--- src/rtl/glitch_sequencer.sv ---
// rtl/glitch_sequencer.sv - smartcard glitch sequencer: edge count, delay, pulse train
// Serial config link is synchronised into sc_clk; all state lives in the sc_clk domain.
module glitch_sequencer #(
  parameter int          CNT_W         = 32,
  parameter int          PW_W          = 16,
  parameter int          RPT_W         = 8,
  parameter bit          IO_EDGE_RISE  = 1'b1,
  parameter int unsigned DEF_IO_TARGET = 720,
  parameter int unsigned DEF_CLK_DELAY = 13255
) (
  input  logic             sc_clk,
  input  logic             sc_reset,
  input  logic             sc_io,
  input  logic             arm,
  input  logic             prog_clk,
  input  logic             prog_io,
  input  logic             prog_latch,
  output logic             trigger,
  output logic             busy,
  output logic             done,
  output logic             cfg_err,
  output logic [RPT_W:0]   pulse_cnt
);

  localparam int PC_W = RPT_W + 1;
  localparam int SR_W = CNT_W + 3;

  typedef enum logic [2:0] {
    S_IDLE, S_COUNT_IO, S_DELAY, S_PULSE, S_GAP, S_DONE
  } state_t;

  logic [1:0] io_sync, pclk_sync, pio_sync, plat_sync;
  logic       io_prev, pclk_prev, plat_prev, io_strobe;
  logic       pclk_rise, plat_rise;

  always_ff @(posedge sc_clk or negedge sc_reset) begin
    if (!sc_reset) begin
      io_sync   <= '0;
      pclk_sync <= '0;
      pio_sync  <= '0;
      plat_sync <= '0;
      io_prev   <= 1'b0;
      pclk_prev <= 1'b0;
      plat_prev <= 1'b0;
      io_strobe <= 1'b0;
    end else begin
      io_sync   <= {io_sync[0], sc_io};
      pclk_sync <= {pclk_sync[0], prog_clk};
      pio_sync  <= {pio_sync[0], prog_io};
      plat_sync <= {plat_sync[0], prog_latch};
      io_prev   <= io_sync[1];
      pclk_prev <= pclk_sync[1];
      plat_prev <= plat_sync[1];
      io_strobe <= IO_EDGE_RISE ? (io_sync[1] & ~io_prev) : (~io_sync[1] & io_prev);
    end
  end

  assign pclk_rise = pclk_sync[1] & ~pclk_prev;
  assign plat_rise = plat_sync[1] & ~plat_prev;

  logic [SR_W-1:0]  shift_q;
  logic [CNT_W-1:0] io_target, clk_delay, repeat_gap;
  logic [PW_W-1:0]  pulse_width;
  logic [RPT_W-1:0] repeat_count;
  state_t           state_q, state_d;

  always_ff @(posedge sc_clk or negedge sc_reset) begin
    if (!sc_reset) begin
      shift_q <= '0;
    end else if (pclk_rise) begin
      shift_q <= {shift_q[SR_W-2:0], pio_sync[1]};
    end
  end

  // A frame landing mid-run is dropped so a live sequence never changes shape.
  always_ff @(posedge sc_clk or negedge sc_reset) begin
    if (!sc_reset) begin
      io_target    <= CNT_W'(DEF_IO_TARGET);
      clk_delay    <= CNT_W'(DEF_CLK_DELAY);
      pulse_width  <= PW_W'(1);
      repeat_count <= '0;
      repeat_gap   <= '0;
      cfg_err      <= 1'b0;
    end else if (plat_rise) begin
      if (busy) begin
        cfg_err <= 1'b1;
      end else begin
        case (shift_q[CNT_W+2:CNT_W])
          3'd0:    io_target    <= shift_q[CNT_W-1:0];
          3'd1:    clk_delay    <= shift_q[CNT_W-1:0];
          3'd2:    pulse_width  <= shift_q[PW_W-1:0];
          3'd3:    repeat_count <= shift_q[RPT_W-1:0];
          3'd4:    repeat_gap   <= shift_q[CNT_W-1:0];
          default: ;
        endcase
      end
    end
  end

  logic [CNT_W-1:0] edge_cnt, edge_cnt_d, delay_cnt, delay_cnt_d, gap_cnt, gap_cnt_d;
  logic [PW_W-1:0]  pw_cnt, pw_cnt_d;
  logic [PC_W-1:0]  pulse_cnt_q, pulse_cnt_d, pulse_base, rpt_total;
  logic [CNT_W-1:0] edge_inc, gap_limit;
  logic [PW_W-1:0]  pw_limit;
  logic             delay_last, pw_last, gap_last, trigger_q;
  state_t           delay_entry;

  assign edge_inc    = (&edge_cnt) ? edge_cnt : edge_cnt + CNT_W'(1);
  assign pw_limit    = (pulse_width == '0) ? PW_W'(1) : pulse_width;
  assign gap_limit   = (repeat_gap == '0) ? CNT_W'(1) : repeat_gap;
  assign delay_last  = (clk_delay == '0) || (delay_cnt >= clk_delay - CNT_W'(1));
  assign pw_last     = pw_cnt >= pw_limit - PW_W'(1);
  assign gap_last    = gap_cnt >= gap_limit - CNT_W'(1);
  assign rpt_total   = {1'b0, repeat_count} + PC_W'(1);
  assign delay_entry = (clk_delay == '0) ? S_PULSE : S_DELAY;
  assign busy        = (state_q != S_IDLE) && (state_q != S_DONE);
  assign done        = (state_q == S_DONE);
  assign trigger     = trigger_q;
  assign pulse_cnt   = pulse_cnt_q;

  always_comb begin
    state_d     = state_q;
    edge_cnt_d  = edge_cnt;
    delay_cnt_d = delay_cnt;
    pw_cnt_d    = pw_cnt;
    gap_cnt_d   = gap_cnt;
    pulse_cnt_d = pulse_cnt_q;
    pulse_base  = pulse_cnt_q;
    case (state_q)
      S_IDLE: begin
        if (arm) begin
          edge_cnt_d  = '0;
          pulse_cnt_d = '0;
          pulse_base  = '0;
          delay_cnt_d = '0;
          state_d     = (io_target == '0) ? delay_entry : S_COUNT_IO;
        end
      end
      S_COUNT_IO: begin
        if (io_strobe) begin
          edge_cnt_d = edge_inc;
          if (edge_inc == io_target) begin
            delay_cnt_d = '0;
            state_d     = delay_entry;
          end
        end
      end
      S_DELAY: begin
        delay_cnt_d = (&delay_cnt) ? delay_cnt : delay_cnt + CNT_W'(1);
        if (delay_last) state_d = S_PULSE;
      end
      S_PULSE: begin
        pw_cnt_d = (&pw_cnt) ? pw_cnt : pw_cnt + PW_W'(1);
        if (pw_last) begin
          gap_cnt_d = '0;
          state_d   = (pulse_cnt_q == rpt_total) ? S_DONE : S_GAP;
        end
      end
      S_GAP: begin
        gap_cnt_d = (&gap_cnt) ? gap_cnt : gap_cnt + CNT_W'(1);
        if (gap_last) state_d = S_PULSE;
      end
      S_DONE: begin
        if (!arm) state_d = S_IDLE;
      end
      default: state_d = S_IDLE;
    endcase
    if (!arm && busy) state_d = S_IDLE;
    // Pulse number advances on the same edge the pulse starts.
    if (state_d == S_PULSE && state_q != S_PULSE) begin
      pw_cnt_d    = '0;
      pulse_cnt_d = (&pulse_base) ? pulse_base : pulse_base + PC_W'(1);
    end
  end

  always_ff @(posedge sc_clk or negedge sc_reset) begin
    if (!sc_reset) begin
      state_q     <= S_IDLE;
      edge_cnt    <= '0;
      delay_cnt   <= '0;
      pw_cnt      <= '0;
      gap_cnt     <= '0;
      pulse_cnt_q <= '0;
      trigger_q   <= 1'b0;
    end else begin
      state_q     <= state_d;
      edge_cnt    <= edge_cnt_d;
      delay_cnt   <= delay_cnt_d;
      pw_cnt      <= pw_cnt_d;
      gap_cnt     <= gap_cnt_d;
      pulse_cnt_q <= pulse_cnt_d;
      trigger_q   <= (state_d == S_PULSE);
    end
  end

endmodule

--- config.mk ---
export PLATFORM = sky130hd
export DESIGN_NAME = glitch_sequencer
export DESIGN_NICKNAME = d
export VERILOG_FILES = /design/src/rtl/glitch_sequencer.sv
export SDC_FILE = /design/constraint.sdc
export NUM_CORES = 1
export LEC_CHECK = 0
export BUFFER_PORTS_ARGS = -buffer_cell sky130_fd_sc_hd__buf_2
export CORE_MARGIN = 2
export CORE_UTILIZATION = 65
export CTS_BUF_LIST = sky130_fd_sc_hd__clkbuf_4 sky130_fd_sc_hd__clkbuf_8
export DETAILED_ROUTE_END_ITERATION = 6
export GPL_TIMING_DRIVEN = 0
export PLACE_DENSITY = 0.93
export SLEW_MARGIN = 20
export SYNTH_ARGS = -nofsm -noshare
export SYNTH_HDL_FRONTEND = slang
export SYNTH_SLANG_ARGS = --single-unit
--- constraint.sdc ---
create_clock -name sc_clk -period 6.6 [get_ports sc_clk]
set_input_delay 0.33 -clock sc_clk [delete_from_list [all_inputs] [get_ports sc_clk]]
set_output_delay 0.33 -clock sc_clk [all_outputs]
set_load 0.005 [all_outputs]
==> summary.md <==
| Metric | Value |
|---|---|
| Worst setup margin | 0.280 ns |
| WP data arrival | 6.83 ns |
| Crit start category | flop |
| Cell depth of the worst setup path | 25 |
| Crit-path max cell delay | 0.50 ns |
| Total track usage | 0.354 |
| Setup_tns | 0 ns |
| Clock Path Buffers | 3 |
| Post-Syn Nets | 1835 |
| H-tree depth | 2 |
| Clock sinks | roughly 290 |
| Lkg Pwr | 8.85 nW |
| Area leader, netlist | dfrtp_1 |
| FP Rows | 59 |
| Maximum fanout along the worst path | 10 |
| Power consumption | between 4 and 5 mW |
| Netlist cell types | 75 |
| Power Density | around 250 nW/um2 |
| Mean area per synthesized cell | 9.98 um2 |
| R2r startpoint | repeat_gap[4] |
| TritonCTS buffer count | 47 |
| Hold Path Class | primary input to flop |
| Area share of the largest cell type after synthesis | 0.402 |
| CP top delay family | simple AND/OR/NAND/NOR gates |
| Cell Int Power | 3.24 mW |
| Crit path buf inv count | 3 |
| Clk slew on worst S/H paths | 0.08 ns |
| Fin. max-slew vios | 0 |
| Cells after Synth | ~1700 |
| Final Core Density | 0.731 |
| Initial Utilization | 0.664 |
| Worst Tran Pin Value | 1.03 ns |
| Detailed Route WL | 50300 um |
| Critical path class | flop to flop |
| VDD IR max | between 0.2 and 0.25 mV |
| Worst Path Required | 7.11 ns |
| Relative slew slack | 0.308 |
| Worst setup startpoint | repeat_gap[4] |
| Worst reg-to-reg path cell count | 25 |
| Sequential area share after synthesis | 0.423 |
| DP Wirelength | 33400 um |
| Core area | between 20000 and 30000 um2 |
| Dpl ws | between 0.4 and 0.5 ns |
| Post-DRT Antenna Nets | 0 |
| DRC errors left | 0 |
| Number of synthesized flops with an enable pin | 0 |
| Root buf cell | clkbuf_8 |
| Yosys reg bits | 293 |
| Layout cells sized above 1 | 0.173 |
| GRT overflow | 0 |
| Logic pwr share | 0.181 |
| Post-layout net count | between 1500 and 2000 |
| Status | completed |
| Reg power frac | 0.466 |
| Synth area leaders | dfrtp_1, mux2_2, ha_1 |
| Crit path capture type | flop |
| Routability cong. | 0.991 |
| Clock skew | 0.0416 ns |
| Initial antenna violation count | 2 |
| Reg2reg setup slack | 0.28 ns |
| Synth Warn # | 0 |
| Largest net degree at the start of global routing | 103 |
| Most frequent cells in the layout | dfrtp_1, mux2_2, nand2_1 |
| Vias in the first global route | about 15000 |
| Via-to-Cell Ratio | 6.82 |
| Top-level I/O count | 20 |
| Clock power frac | 0.353 |
| Most common cell after layout, fill and taps aside | dfrtp_1 |
| TritonCTS clock tree | yes |
| Ratio of final minimum period to clock period | 0.958 |
| Synthesized area | 17400 um2 |
| Max Freq | 158 MHz |
| Ys flop type | dfrtp_1 |
| Post-layout min period | 6.32 ns |
| Switch share | 0.331 |
| Most frequent CP cell | nor2_1 |
| Die Wd | 167 um |
| Worst-Skew Late Latency | about 0.6 ns |
| Hold WS | 0.126 ns |
| Max-cap violation count | 0 |
| # port buffers | 19 |
| First-pass GRT wire length | 79300 um |
| 1st-iter DRT viols | 1848 |
| Chip height | roughly 170 um |
| Die footprint | ~28000 um2 |
| DR vias | 14900 |
| Area Growth Syn to Fin | 10.1% |
| Worst r2r dst | pw_cnt[14] |
| Post-CTS Setup Bufs | 0 |
| Total iterations of the first detailed-routing run | 7 |
| CP max-delay cell | or4_1 |
| Net Switching | 1.60 mW |
| Endpoints failing hold | 0 |
| Final count of negative-setup-slack endpoints | 0 |
| Avg WL per Cell | 23.0 um |
| End point of the critical path | pw_cnt[14] |
| Asr flop ratio synth | 1.00 |
[area by class of cell]
type / instances / area (um2)
tap: 335 / 419
inverter: 20 / 75.1
sequential: 293 / 7350
clock buffer: 74 / 912
antenna: 2 / 5.00
fill: 1652 / 7020
multi-input combinational: 1360 / 9720
timing repair buffer: 28 / 243
clock inverter: 13 / 111
buffer: 66 / 274
[Yosys cell counts, types with 11 or more instances]
| library cell | count |
|---|---|
| dfrtp_1 | 279 |
| mux2_2 | 155 |
| nand2_1 | 144 |
| nor2_1 | 135 |
| ha_1 | 89 |
| xnor2_1 | 88 |
| xor2_1 | 85 |
| o21ai_0 | 82 |
| a21oi_1 | 78 |
| nand3_1 | 64 |
| nor3_1 | 47 |
| clkbuf_1 | 45 |
| nand4_1 | 45 |
| nor4_1 | 35 |
| and3_1 | 29 |
| or3_1 | 26 |
| or4_1 | 22 |
| inv_1 | 20 |
| and4_1 | 19 |
| nand2b_1 | 19 |
| o31ai_1 | 18 |
| a31oi_1 | 16 |
| and2_1 | 15 |
| dfstp_2 | 14 |
| nor2b_1 | 13 |
| buf_2 | 12 |
| nand3b_1 | 12 |
| a211oi_1 | 11 |
[power groups by stage]
stage	registers (mW)	logic, mW	clock network, mW
2_1_floorplan	2.11	0.585	0
3_3_place_gp	2.24	0.771	0
3_5_place_dp	2.26	0.825	0
4_1_cts	2.22	0.846	1.71
5_1_grt	2.25	0.948	1.80
6_report	2.25	0.875	1.71
[cell families after synthesis]
| group | after synthesis | synth area share |
|---|---|---|
| simple gates | 656 | 0.199 |
| flops | 293 | 0.423 |
| fa+ha+maj | 89 | 0.0641 |
| xor+xnor | 173 | 0.0873 |
| compound gates | 277 | 0.100 |
| buf+inv | 86 | 0.0201 |
| mux | 165 | 0.106 |
[worst min-delay path by stage]
stage            startpoint      endpoint  slack, ns  cells after the start
6_report                arm    state_q[0]       0.13                      2
5_1_grt                 arm    state_q[0]       0.09                      2
4_1_cts                 arm    state_q[0]       0.05                      2
3_5_place_dp       sc_reset     pw_cnt[2]       0.27                      1
3_3_place_gp   plat_sync[0]  plat_sync[1]       0.33                      0
2_1_floorplan      sc_reset       cfg_err       0.03                      0
[routing by layer]
layer	global-route usage	routed length, um	vias up
met1	0.451	19200	7195
li1	-	-	6540
met4	0.201	3130	0
met5	0	0	-
met3	0.0603	4670	252
met2	0.577	23400	952
[state kept, by name, summed over array words and instances (netlist names), 3 cells and up]
name          cells
io_target        32
clk_delay        32
state_q           3
repeat_count      8
delay_cnt        32
edge_cnt         32
pw_cnt           16
pulse_width      16
shift_q          35
gap_cnt          32
repeat_gap       32
pulse_cnt         9
[repair_timing]
action	4_1_cts	5_1_grt
endpoints found under the setup margin	0	24
hold buffers	5	0
gates resized for setup	0	6
endpoints found under the hold margin	58	0
[stage by stage]
step           instance area, um2  instances
5_1_grt                     19100       2190
4_1_cts                     19100       2189
3_3_place_gp                17900       2093
2_1_floorplan               17400       1739
6_report                    19100       2191
3_5_place_dp                18000       2097
(Power assumes the default switching activity.)
